## src/rtl/hazard_pkg.sv

```systemverilog
// Shared types and constants for the hazard scoreboard.
// Register address width, scoreboard entry layout, long-op opcodes.
package hazard_pkg;

  localparam int REG_ADDR_W = 5;

  typedef logic [REG_ADDR_W-1:0] reg_addr_t;

  typedef struct packed {
    logic      valid;
    reg_addr_t rd;
  } sb_entry_t;

  // Major opcodes (inst[6:2]) of ops that finish
  // in a variable-latency unit.
  localparam logic [4:0] OP_LOAD   = 5'b00000;
  localparam logic [4:0] OP_MULDIV = 5'b01100;

  localparam logic [6:0] FUNCT7_MULDIV = 7'b0000001;

  // Decoder helper: does this instruction take the
  // long-latency writeback path?
  function automatic logic is_long_op(
    input logic [4:0] opc,
    input logic [6:0] funct7
  );
    logic r;
    r = 1'b0;
    if (opc == OP_LOAD) begin
      r = 1'b1;
    end else if (opc == OP_MULDIV &&
                 funct7 == FUNCT7_MULDIV) begin
      r = 1'b1;
    end
    return r;
  endfunction

endpackage

```

## src/rtl/hazard_scoreboard_if.sv

```systemverilog
// ID-stage / completion / control bundle of the hazard scoreboard.
// master = pipeline side, slave = scoreboard side.
interface hazard_scoreboard_if
  import hazard_pkg::*;
#(
  parameter int TAG_W = 2
) ();

  // ID-stage instruction
  reg_addr_t        rs1_addr_ID;
  reg_addr_t        rs2_addr_ID;
  logic             rs1_used_ID;
  logic             rs2_used_ID;
  reg_addr_t        rd_addr_ID;
  logic             long_op_ID;
  logic             flush_br;

  // completion from the WB port
  logic             cmpl_valid;
  logic [TAG_W-1:0] cmpl_tag;

  // pipeline control back to IF/ID
  logic [TAG_W-1:0] alloc_tag;
  logic             issue;
  logic             stall_pc;
  logic             stall_IF;
  logic             flush_IF;
  logic             flush_ID;
  logic             sb_full;
  logic             sb_err;

  modport master (
    output rs1_addr_ID, rs2_addr_ID,
    output rs1_used_ID, rs2_used_ID,
    output rd_addr_ID, long_op_ID,
    output flush_br,
    output cmpl_valid, cmpl_tag,
    input  alloc_tag, issue,
    input  stall_pc, stall_IF,
    input  flush_IF, flush_ID,
    input  sb_full, sb_err
  );

  modport slave (
    input  rs1_addr_ID, rs2_addr_ID,
    input  rs1_used_ID, rs2_used_ID,
    input  rd_addr_ID, long_op_ID,
    input  flush_br,
    input  cmpl_valid, cmpl_tag,
    output alloc_tag, issue,
    output stall_pc, stall_IF,
    output flush_IF, flush_ID,
    output sb_full, sb_err
  );

endinterface

```

## src/rtl/sb_free_finder.sv

```systemverilog
// Lowest-index free entry priority encoder.
// Ports: free_i (1=entry free), idx_o (lowest free), none_o (no free).
module sb_free_finder #(
  parameter int N  = 4,
  parameter int IW = 2
) (
  input  logic [N-1:0]  free_i,
  output logic [IW-1:0] idx_o,
  output logic          none_o
);

  // Scan high to low so the lowest free index
  // is the last one written.
  always_comb begin
    idx_o  = '0;
    none_o = 1'b1;
    for (int i = N - 1; i >= 0; i--) begin
      if (free_i[i]) begin
        idx_o  = IW'(i);
        none_o = 1'b0;
      end
    end
  end

endmodule

```

## src/rtl/hazard_scoreboard.sv

```systemverilog
// Tagged scoreboard for in-flight long ops; RAW/WAW/full hazard control.
// Ports: clk, rst_n, sb (slave bundle); HAZARD_SB_PERF_EN adds counters.
module hazard_scoreboard
  import hazard_pkg::*;
#(
  parameter int NUM_PENDING = 4,
  parameter int TAG_W       = $clog2(NUM_PENDING),
  parameter bit WB_BYPASS   = 1'b1
) (
  input  logic                clk,
  input  logic                rst_n,
  hazard_scoreboard_if.slave  sb
`ifdef HAZARD_SB_PERF_EN
  ,
  output logic [31:0]         stall_cnt,
  output logic [31:0]         raw_cnt,
  output logic [31:0]         full_cnt
`endif
);

  localparam int NP = NUM_PENDING;

  sb_entry_t [NP-1:0] ent_q, ent_d;
  logic               err_q, err_d;

  logic [NP-1:0] vld;
  logic [NP-1:0] cmpl_dec;
  logic [NP-1:0] live;
  logic [NP-1:0] rs1_m;
  logic [NP-1:0] rs2_m;
  logic [NP-1:0] rd_m;

  logic             rs1_hit;
  logic             rs2_hit;
  logic             raw_hz;
  logic             waw_hz;
  logic             full_hz;
  logic             hz;
  logic             long_ok;
  logic             full;
  logic [TAG_W-1:0] free_idx;
  logic             cmpl_ok;

  logic issue;
  logic stall;
  logic fl_if;
  logic fl_id;

  // Per-entry match vectors. An entry completing this
  // cycle is not live when the WB value is bypassed.
  always_comb begin
    vld      = '0;
    cmpl_dec = '0;
    live     = '0;
    rs1_m    = '0;
    rs2_m    = '0;
    rd_m     = '0;
    for (int i = 0; i < NP; i++) begin
      vld[i]      = ent_q[i].valid;
      cmpl_dec[i] = sb.cmpl_valid &&
                    (sb.cmpl_tag == TAG_W'(i));
      live[i]     = vld[i] &&
                    !(WB_BYPASS && cmpl_dec[i]);
      rs1_m[i]    = live[i] &&
                    (ent_q[i].rd == sb.rs1_addr_ID);
      rs2_m[i]    = live[i] &&
                    (ent_q[i].rd == sb.rs2_addr_ID);
      rd_m[i]     = live[i] &&
                    (ent_q[i].rd == sb.rd_addr_ID);
    end
  end

  sb_free_finder #(
    .N  (NP),
    .IW (TAG_W)
  ) u_free (
    .free_i (~vld),
    .idx_o  (free_idx),
    .none_o (full)
  );

  assign long_ok = sb.long_op_ID &&
                   (sb.rd_addr_ID != '0);

  assign rs1_hit = sb.rs1_used_ID &&
                   (sb.rs1_addr_ID != '0) &&
                   (|rs1_m);
  assign rs2_hit = sb.rs2_used_ID &&
                   (sb.rs2_addr_ID != '0) &&
                   (|rs2_m);

  assign raw_hz  = rs1_hit || rs2_hit;
  assign waw_hz  = long_ok && (|rd_m);
  assign full_hz = long_ok && full;
  assign hz      = raw_hz || waw_hz || full_hz;

  // Branch flush overrides any hazard: the ID
  // instruction is wrong-path and must not allocate.
  always_comb begin
    issue = 1'b0;
    stall = 1'b0;
    fl_if = 1'b0;
    fl_id = 1'b0;
    if (sb.flush_br) begin
      fl_if = 1'b1;
      fl_id = 1'b1;
    end else if (hz) begin
      stall = 1'b1;
      fl_id = 1'b1;
    end else begin
      issue = long_ok;
    end
  end

  assign sb.issue     = issue;
  assign sb.alloc_tag = free_idx;
  assign sb.stall_pc  = stall;
  assign sb.stall_IF  = stall;
  assign sb.flush_IF  = fl_if;
  assign sb.flush_ID  = fl_id;
  assign sb.sb_full   = full;
  assign sb.sb_err    = err_q;

  assign cmpl_ok = |(cmpl_dec & vld);

  // Clear before set: the allocated entry is free in the
  // current state, so it never collides with a valid
  // completion; a completion on it is an error anyway.
  always_comb begin
    ent_d = ent_q;
    err_d = err_q;
    for (int i = 0; i < NP; i++) begin
      if (cmpl_dec[i]) begin
        ent_d[i].valid = 1'b0;
      end
      if (issue && (free_idx == TAG_W'(i))) begin
        ent_d[i].valid = 1'b1;
        ent_d[i].rd    = sb.rd_addr_ID;
      end
    end
    if (sb.cmpl_valid && !cmpl_ok) begin
      err_d = 1'b1;
    end
  end

  always_ff @(posedge clk or negedge rst_n) begin
    if (!rst_n) begin
      ent_q <= '0;
      err_q <= 1'b0;
    end else begin
      ent_q <= ent_d;
      err_q <= err_d;
    end
  end

`ifdef HAZARD_SB_PERF_EN
  logic [31:0] stall_cnt_q, stall_cnt_d;
  logic [31:0] raw_cnt_q, raw_cnt_d;
  logic [31:0] full_cnt_q, full_cnt_d;

  // Saturating event counters.
  always_comb begin
    stall_cnt_d = stall_cnt_q;
    raw_cnt_d   = raw_cnt_q;
    full_cnt_d  = full_cnt_q;
    if (!sb.flush_br) begin
      if (hz && !(&stall_cnt_q)) begin
        stall_cnt_d = stall_cnt_q + 32'd1;
      end
      if (raw_hz && !(&raw_cnt_q)) begin
        raw_cnt_d = raw_cnt_q + 32'd1;
      end
      if (full_hz && !(&full_cnt_q)) begin
        full_cnt_d = full_cnt_q + 32'd1;
      end
    end
  end

  always_ff @(posedge clk or negedge rst_n) begin
    if (!rst_n) begin
      stall_cnt_q <= '0;
      raw_cnt_q   <= '0;
      full_cnt_q  <= '0;
    end else begin
      stall_cnt_q <= stall_cnt_d;
      raw_cnt_q   <= raw_cnt_d;
      full_cnt_q  <= full_cnt_d;
    end
  end

  assign stall_cnt = stall_cnt_q;
  assign raw_cnt   = raw_cnt_q;
  assign full_cnt  = full_cnt_q;
`endif

endmodule

```

## src/flat_wrapper.sv

```systemverilog
// flat-port wrapper written by rule: the top's interface ports become plain ports
module hazard_scoreboard_flat import hazard_pkg::*;
#(
  parameter int NUM_PENDING = 4,
  parameter int TAG_W       = $clog2(NUM_PENDING),
  parameter bit WB_BYPASS   = 1'b1
)
  (clk, rst_n, sb_rs1_addr_ID, sb_rs2_addr_ID, sb_rs1_used_ID, sb_rs2_used_ID, sb_rd_addr_ID, sb_long_op_ID, sb_flush_br, sb_cmpl_valid, sb_cmpl_tag, sb_alloc_tag, sb_issue, sb_stall_pc, sb_stall_IF, sb_flush_IF, sb_flush_ID, sb_sb_full, sb_sb_err);
  hazard_scoreboard_if #(.TAG_W(TAG_W)) sb_i ();
  input  logic clk;
  input  logic rst_n;
  input wire logic [$bits(sb_i.rs1_addr_ID)-1:0] sb_rs1_addr_ID;
  input wire logic [$bits(sb_i.rs2_addr_ID)-1:0] sb_rs2_addr_ID;
  input wire logic [$bits(sb_i.rs1_used_ID)-1:0] sb_rs1_used_ID;
  input wire logic [$bits(sb_i.rs2_used_ID)-1:0] sb_rs2_used_ID;
  input wire logic [$bits(sb_i.rd_addr_ID)-1:0] sb_rd_addr_ID;
  input wire logic [$bits(sb_i.long_op_ID)-1:0] sb_long_op_ID;
  input wire logic [$bits(sb_i.flush_br)-1:0] sb_flush_br;
  input wire logic [$bits(sb_i.cmpl_valid)-1:0] sb_cmpl_valid;
  input wire logic [$bits(sb_i.cmpl_tag)-1:0] sb_cmpl_tag;
  output wire logic [$bits(sb_i.alloc_tag)-1:0] sb_alloc_tag;
  output wire logic [$bits(sb_i.issue)-1:0] sb_issue;
  output wire logic [$bits(sb_i.stall_pc)-1:0] sb_stall_pc;
  output wire logic [$bits(sb_i.stall_IF)-1:0] sb_stall_IF;
  output wire logic [$bits(sb_i.flush_IF)-1:0] sb_flush_IF;
  output wire logic [$bits(sb_i.flush_ID)-1:0] sb_flush_ID;
  output wire logic [$bits(sb_i.sb_full)-1:0] sb_sb_full;
  output wire logic [$bits(sb_i.sb_err)-1:0] sb_sb_err;
  assign sb_i.rs1_addr_ID = sb_rs1_addr_ID;
  assign sb_i.rs2_addr_ID = sb_rs2_addr_ID;
  assign sb_i.rs1_used_ID = sb_rs1_used_ID;
  assign sb_i.rs2_used_ID = sb_rs2_used_ID;
  assign sb_i.rd_addr_ID = sb_rd_addr_ID;
  assign sb_i.long_op_ID = sb_long_op_ID;
  assign sb_i.flush_br = sb_flush_br;
  assign sb_i.cmpl_valid = sb_cmpl_valid;
  assign sb_i.cmpl_tag = sb_cmpl_tag;
  assign sb_alloc_tag = sb_i.alloc_tag;
  assign sb_issue = sb_i.issue;
  assign sb_stall_pc = sb_i.stall_pc;
  assign sb_stall_IF = sb_i.stall_IF;
  assign sb_flush_IF = sb_i.flush_IF;
  assign sb_flush_ID = sb_i.flush_ID;
  assign sb_sb_full = sb_i.sb_full;
  assign sb_sb_err = sb_i.sb_err;
  hazard_scoreboard #(.NUM_PENDING(NUM_PENDING), .TAG_W(TAG_W), .WB_BYPASS(WB_BYPASS)) u_core (.clk(clk), .rst_n(rst_n), .sb(sb_i));
endmodule
```

## config.mk

```make
export PLATFORM = sky130hd
export DESIGN_NAME = hazard_scoreboard_flat
export DESIGN_NICKNAME = d
export VERILOG_FILES = /design/src/rtl/hazard_pkg.sv /design/src/rtl/hazard_scoreboard_if.sv /design/src/rtl/sb_free_finder.sv /design/src/rtl/hazard_scoreboard.sv /design/src/flat_wrapper.sv
export SDC_FILE = /design/constraint.sdc
export NUM_CORES = 1
export LEC_CHECK = 0
export CAP_MARGIN = 20
export CORE_ASPECT_RATIO = 1.2
export CORE_MARGIN = 4
export CORE_UTILIZATION = 58
export CTS_CLUSTER_SIZE = 10
export DETAILED_ROUTE_END_ITERATION = 6
export HOLD_SLACK_MARGIN = 0.1
export PLACE_DENSITY = 0.95
export SYNTH_ARGS = -nofsm -noshare
export SYNTH_HDL_FRONTEND = slang
export SYNTH_SLANG_ARGS = --single-unit
```

## constraint.sdc

```tcl
create_clock -name clk -period 4 [get_ports clk]
set_input_delay 0.4 -clock clk [delete_from_list [all_inputs] [get_ports clk]]
set_output_delay 0.4 -clock clk [all_outputs]
set_load 0.03 [all_outputs]
```

* Word level (Yosys, flattened, before mapping)
Cells that the tools add are included.
Storage, ports and cells: ROM bits 0, memories kept 0, input port bits 24, word-level logic and storage cells 104, output and inout port bits 9, memory bits (writable) 0, register bits 25, bits in latches 0
Operators by class: equal/unequal tests 18, bitwise gates (word level) 2, div/mod/pow operators 0, $mul 0, reductions and logical operators 53, add/subtract/negate cells 0, shift operators 0, mux-type cells 22, order comparisons 0
Operators by type and width (number):
- $eq 5x5->1 | 12
- $logic_and 1x1->1 | 32
- $mux 6 | 4
- $reduce_or 4->1 | 4
- $reduce_bool 5->1 | 3
- $mux 1 | 14
- $eq 2x2->1 const B | 4
- $mux 2 | 4
- $reduce_bool 2->1 | 4
- $logic_not 1->1 | 5
- $and 4x4->4 | 1
- $eq 2x1->1 const B | 2
- $logic_not 2->1 | 2
- $not 4->4 | 1
- $logic_or 1x1->1 | 3

* Logic depth before layout (Yosys ltp)
Gate-level depths: netlist of the first run.
depth in word-level cells 14, depth in mapped cells 10, gate-level depth less buffers 8

* By module
A second synthesis of the first run with hierarchy kept.
Second synthesis, totals: cell total of the unflattened synthesis 196, area, all modules 2040.7 µm²
Modules (own cells, without submodules):
- hazard_scoreboard | area each 2004.4 µm², instances 1, cells an instance 190
- sb_free_finder | area each 36.3 µm², instances 1, cells an instance 6

* Worst setup path before layout of the first run
Ideal clock, no wire load.
kind register -> output, start register u_core.ent_q[11] (netlist name), end output port sb_stall_pc, stages on the path, launching flop included 8, data arrival time 2.525 ns, path buffers 1, required time 3.600 ns, setup slack 1.075 ns, path through dfrtp_1 > nand2_1 > nor3_1 > a31oi_1 > and4_1 > o21ai_0 > nor2b_1 > buf_4
On the way: elaborated cells between the ends (all ways) 19, classes of those cells mux (4); bitwise (1); reduce/logical (14)
RTL lines:
- start: declaration | line hazard_scoreboard.sv:23 | sb_entry_t [NP-1:0] ent_q, ent_d;
- start signal: assignment | line hazard_scoreboard.sv:151 | ent_q <= ent_d;
- $not 4->4 | line hazard_scoreboard.sv:77 | .free_i (~vld),
- $mux 1 (2 in series) | line sb_free_finder.sv:18 | if (free_i[i]) begin
- via sb_sb_full | line flat_wrapper.sv:27 | output wire logic [$bits(sb_i.sb_full)-1:0] sb_sb_full;
- $logic_and 1x1->1 | line hazard_scoreboard.sv:94 | assign full_hz = long_ok && full;
- $logic_or 1x1->1 | line hazard_scoreboard.sv:95 | assign hz = raw_hz || waw_hz || full_hz;
- $mux 1 | line hazard_scoreboard.sv:107 | end else if (hz) begin
- $mux 1 | line hazard_scoreboard.sv:104 | if (sb.flush_br) begin
- end: declaration | line flat_wrapper.sv:23 | output wire logic [$bits(sb_i.stall_pc)-1:0] sb_stall_pc;
The timed path passes the listed nets, and every way through them passes these cells.

* Worst setup path after layout of the first run
start input port sb_cmpl_tag[0], end output port sb_stall_IF
On the way: word-level cells in the longest chain between the ends 12, elaborated cells between the ends (all ways) 39, classes of those cells eq/ne (3); mux (2); reduce/logical (34)
Ends and longest elaborated chain:
- start: declaration | line flat_wrapper.sv:20 | input wire logic [$bits(sb_i.cmpl_tag)-1:0] sb_cmpl_tag;
- $eq 2x1->1, or another cell as far along | line hazard_scoreboard.sv:61 | (sb.cmpl_tag == TAG_W'(i));
- $logic_and 1x1->1 | line hazard_scoreboard.sv:60 | cmpl_dec[i] = sb.cmpl_valid &&
- $logic_not 1->1 | line hazard_scoreboard.sv:63 | !(WB_BYPASS && cmpl_dec[i]);
- $logic_and 1x1->1 | line hazard_scoreboard.sv:62 | live[i] = vld[i] &&
- $logic_and 1x1->1, on equally long branches | line hazard_scoreboard.sv:64, hazard_scoreboard.sv:66
- $reduce_or 4->1, on equally long branches | line hazard_scoreboard.sv:87, hazard_scoreboard.sv:90
- $logic_and 1x1->1, on equally long branches | line hazard_scoreboard.sv:86, hazard_scoreboard.sv:89
- $logic_or 1x1->1 | line hazard_scoreboard.sv:92 | assign raw_hz = rs1_hit || rs2_hit;
- $logic_or 1x1->1 * (2 in series) | line hazard_scoreboard.sv:95
- $mux 1 * | line hazard_scoreboard.sv:107
- $mux 1 * | line hazard_scoreboard.sv:104
- end: declaration | line flat_wrapper.sv:24 | output wire logic [$bits(sb_i.stall_IF)-1:0] sb_stall_IF;
Mark *: on every way between the ends. The rest lies on a longest branch, timed or not.

==> results of run 1 <==
==> power by group through the flow <==
stage / logic, mW / clock network [mW] / registers, mW
detailed placement: 0.700 / 0 / 0.561
floorplan: 0.567 / 0 / 0.522
global route: 0.765 / 0.167 / 0.580
global placement: 0.672 / 0 / 0.560
finish: 0.698 / 0.155 / 0.561
CTS: 0.704 / 0.157 / 0.559
==> flip-flops by register name, summed over array words and instances, names as in the netlist <==
register and count:
u_core.sb.sb_err 1, u_core.ent_q 24
==> stage by stage <==
stage / util / std cells / power (mW)
global placement: 0.678 / 247 / 1.23
global route: 0.699 / 252 / 1.51
CTS: 0.699 / 252 / 1.42
finish: 0.699 / 252 / 1.41
floorplan: - / 196 / 1.09
detailed placement: 0.686 / 248 / 1.26
==> cells by family after synthesis <==
group,synth area share
and+or+nand+nor,0.152
buffers and inverters,0.0660
muxes,0.153
DFF,0.311
AOI/OAI and AO/OA,0.0560
xor gates and xnor gates,0.262
==> final cells by class <==
class | instances | area share
tap | 37 | 0.0198
clock buffer | 4 | 0.0193
timing repair buffer | 33 | 0.149
multi-input combinational | 148 | 0.536
inverter | 5 | 0.00804
sequential | 25 | 0.268
==> critical path: stages <==
cell and delay [ns]:
clkdlybuf4s50_1 0.55, inv_1 0.09, a31oi_2 0.26, nand3_1 0.13, or4_1 0.43, a31oi_2 0.24, nor2_1 0.08, o21ai_0 0.09
nor2b_1 0.19, clkdlybuf4s50_1 0.69
==> layout by cell type, fill, tap and decap left out, types with 4 or more instances in the layout <==
cell type,Yosys,layout
xnor2_1,25,25
nor2_1,7,7
nor3_1,8,8
clkdlybuf4s50_1,0,32
mux2_2,5,5
dfrtp_1,25,25
a31oi_1,4,4
nand3_1,8,8
nand2_1,8,8
or4_1,7,7
xor2_1,35,35
mux2_4,15,15
==> how the worst min path moves through the flow <==
stage	end	slack (ns)	cells after the start
3_3_place_gp	u_core.sb.sb_err	0.47	1
4_1_cts	u_core.ent_q[8]	0.47	1
2_1_floorplan	u_core.ent_q[0]	0.10	0
5_1_grt	u_core.ent_q[8]	0.49	1
6_report	u_core.ent_q[8]	0.45	1
3_5_place_dp	u_core.sb.sb_err	0.47	1
==> routing by layer <==
metal,GRT usage,wire length [um],up-vias
li1,-,-,698
met1,0.284,1820,723
met2,0.374,2260,64
met3,0.0285,374,9
met4,0.0991,98,0
met5,0,0,-
==> results.tsv, run 1 <==
metric	value	unit
status	finished clean	
tns	0	ns
grt_pass1_wl	7310	um
synth-edff-count	0	
cts_tree	yes	
period_share	0.888	
io_buffers	32	
place_area	0.00229	sq mm
final_layout_size_suffix_gt1_frac	0.158	
synth.top_cell.area_share	0.311	
wirelength	4560	um
crit_type	primary input to primary output	
yosys_register_bits	25	
cts_buffer_depth	2	
die-area	0.00447	sq mm
r2r-end	u_core.ent_q[19]	
finClkSkew	0.00865	ns
netlist_instances	196	
end_kind	primary output	
rsz0062_at_grt	no	
synthTopCellsByCount	xor2_1, dfrtp_1, xnor2_1	
yosysWarnings	0	
remaining_drc_errors	0	
viasPerCell	5.93	
syn_nets	220	
postCtsSetupBuffers	0	
yosys_most_used_dff	dfrtp_1	
regArea	626	sq um
antenna_found_initial	0	
via_count	1494	
final_area	0.00233	sq mm
seqPwrFrac	0.397	
initial_core_util	0.602	
path_clk_slew	0.08	ns
ir_worst_vdd	458	uV
clock_latency	0.28	ns
worstMarginPinSlew	0.490	ns
fmax	0.282	GHz
htree_levels	1	
multi_input_area	0.00125	sq mm
synth.distinct_cells	33	
hp-class	primary input to asynchronous set/reset pin	
swShare	0.400	
drv_cap	0	
die_y	72.5	um
powerDensity	606	mW/mm^2
fin_hold_ws	0.453	ns
synth_area_per_cell	10.3	sq um
setup_violations	0	
ant_nets	0	
r2r_cells	8	
drt-initial-drc-count	73	
p_leak	0.950	nW
crit_fanout	4	
rr_startpoint	u_core.ent_q[17]	
rows	23	
p_comb_frac	0.494	
ctsResizeCount	0	
num-nets-final	240	
grt_overflow	0	
place_congestion	0.923	
routedWlPerCell	18.1	um
fillCellCount	271	
cp.required	3.60	ns
p_int	849	uW
r2r_setup_slack	1.46	ns
grt_max_degree	18	
netlist_area	0.00201	sq mm
endpoint	sb_stall_IF	
pre_cts_ws	0.435	ns
slew_headroom	0.673	
startpoint_type	primary input	
slew_viol_final	0	
crit_path_start	sb_cmpl_tag[0]	
cts.sinks	25	
yosysMostFrequentCell	xor2_1	
cts_buffers	3	
hpwl	3510	um
finalHoldViolations	0	
drt_first_pass_iters	4	
syn_to_final_growth	16.2	%
pin_count	33	
worstPathArrival	3.15	ns
placeableCoreArea	0.00334	sq mm
gr-usage-all-layers	0.225	
fin_ws	0.448	ns
ys_seq_area_frac	0.311	
die_x	61.7	um
pwr-share-clk	0.109	
synth_top_cell_by_area	dfrtp_1	
period_minus_slack	3.55	ns
cts_hold_buf	0	
root_buffer	clkbuf_8	
antennaDiodeCount	0	
async_flop_share	1.00	
synth_area_leaders	dfrtp_1, xor2_1, mux2_4, xnor2_1, buf_2	
grt_pass1_vias	1555	
p_switching	566	uW
No activity file was read; power rests on OpenSTA's default activity.
==> run 2, diff against run 1 <==
Settings changed: CORE_ASPECT_RATIO 1.2 to 2.
==> results.tsv, run 2 (synthesis results as in run 1) <==
metric	value	unit	change
status	finished clean		
viasPerCell	6.27		+5.8%
cp_slowest_cell	clkdlybuf4s50_1		
powerDensity	627	mW/mm^2	+3.5%
layout_commonest_cell	xor2_1		
cts_tree	yes		
wirelength	5100	um	+12%
die-area	0.00453	sq mm	+1.2%
period_share	0.927		+0.0392
ctsResizeCount	0		unchanged
remaining_drc_errors	0		unchanged
grt_pass1_vias	1657		+6.6%
finalHoldViolations	0		unchanged
fin_total_pwr	1.45	mW	+2.7%
end_kind	primary output		
initial_core_util	0.595		-0.00713
ir_worst_vdd	371	uV	-19%
cts_hold_buf	0		unchanged
cts.sinks	25		unchanged
slowest_delay	0.70	ns	about the same
postCtsSetupBuffers	0		unchanged
worstMarginPinSlew	0.580	ns	+0.0902 ns
syn_to_final_growth	15.3	%	
hpwl	3910	um	+11%
p_leak	0.945	nW	-0.55%
fin_hold_ws	0.485	ns	+0.0321 ns
setup_violations	0		unchanged
worstPathArrival	3.31	ns	+0.16 ns
period_minus_slack	3.71	ns	+0.157 ns
slew_viol_final	0		unchanged
pin_count	33		unchanged
die_y	91.2	um	+26%
num-nets-final	240		unchanged
place_congestion	0.974		+5.5%
hp-class	primary input to asynchronous set/reset pin		
rows	30		+30%
cts_buffer_depth	2		unchanged
pre_cts_ws	0.332	ns	-0.104 ns
slew_headroom	0.612		-0.0603
antennaDiodeCount	0		unchanged
finClkSkew	0.00510	ns	-0.00355 ns
gr-usage-all-layers	0.232		+0.00773
final_cell_mix	xor2_1, clkdlybuf4s50_1, xnor2_1, dfrtp_1, mux2_4		
drt-initial-drc-count	64		-12%
grt_overflow	0		unchanged
die_x	49.6	um	-20%
fmax	0.270	GHz	-4.2%
ant_nets	0		unchanged
path_clk_slew	0.08	ns	about the same
crit_type	primary input to primary output		
placeableCoreArea	0.00338	sq mm	+1.2%
antenna_found_initial	0		unchanged
cts_buffers	3		unchanged
startpoint_type	primary input		
drv_cap	0		unchanged
grt_max_degree	26		+8
root_buffer	clkbuf_8		
clock_latency	0.27	ns	about the same
largest_register	u_core.ent_q		
cp.required	3.60	ns	about the same
routedWlPerCell	20.7	um	+14%
grt_pass1_wl	7920	um	+8.4%
utilization	0.686		-0.0138
via_count	1549		+3.7%
final_layout_size_suffix_gt1_frac	0.158		unchanged
io_buffers	32		unchanged
fin_ws	0.291	ns	-0.157 ns
crit_fanout	4		unchanged
tns	0	ns	unchanged
largest_reg_flops	24		unchanged
drt_first_pass_iters	4		unchanged
rsz0062_at_grt	no		
htree_levels	1		unchanged
crit_chain	clkdlybuf4s50_1, inv_1, a31oi_2, nand3_1, or4_1, a31oi_2, nor2_1, o21ai_0, nor2b_1, clkdlybuf4s50_1		
r2r_setup_slack	1.29	ns	-0.17 ns
## run 2: cell counts in the layout (fill, tap and decap cells not counted)
Identical to the previous run, type by type.
## run 2: path summary, 6_finish.rpt
path                                  start                to  cells after the start
hold reg to reg            u_core.sb.sb_err  u_core.sb.sb_err                      1
setup / recovery             sb_cmpl_tag[0]       sb_stall_IF                     10
hold / removal                        rst_n   u_core.ent_q[7]                      1
setup reg to reg           u_core.ent_q[17]  u_core.ent_q[19]                      8
min in group clk           u_core.sb.sb_err  u_core.sb.sb_err                      1
max in group asynchronous             rst_n  u_core.ent_q[15]                      2
## run 2: metrics by stage
stage	std cells	instance area, sq um
2_1_floorplan	196	2010
3_3_place_gp	242	2260
3_5_place_dp	242	2260
4_1_cts	246	2300
5_1_grt	247	2320
6_report	247	2320
## run 2: cell type report
cell class | instances | area [sq um]
sequential | 25 | 626
fill | 253 | 1060
inverter | 5 | 18.8
multi-input combinational | 148 | 1250
tap | 32 | 40.0
clock buffer | 4 | 45.0
timing repair buffer | 33 | 335
## run 2: worst max-delay path, delay by kind of cell
kind / cells / cell delay, ns
AOI/OAI and AO/OA: 3 / 0.63
buffers and inverters: 3 / 1.32
and+or+nand+nor: 4 / 0.96
## run 2: report_power, final
| group | internal [mW] | leakage [nW] | switching [mW] |
|---|---|---|---|
| combinational | 0.406 | 0.616 | 0.317 |
| sequential | 0.370 | 0.306 | 0.211 |
| clock | 0.0713 | 0.0228 | 0.0772 |
| total | 0.847 | 0.945 | 0.605 |
## run 2: layer usage
layer / vias up / routed length (um) / global-route usage
met5: - / 0 / 0
met4: 0 / 221 / 0.148
met3: 17 / 201 / 0.0345
met2: 52 / 2820 / 0.436
met1: 778 / 1860 / 0.223
li1: 702 / - / -
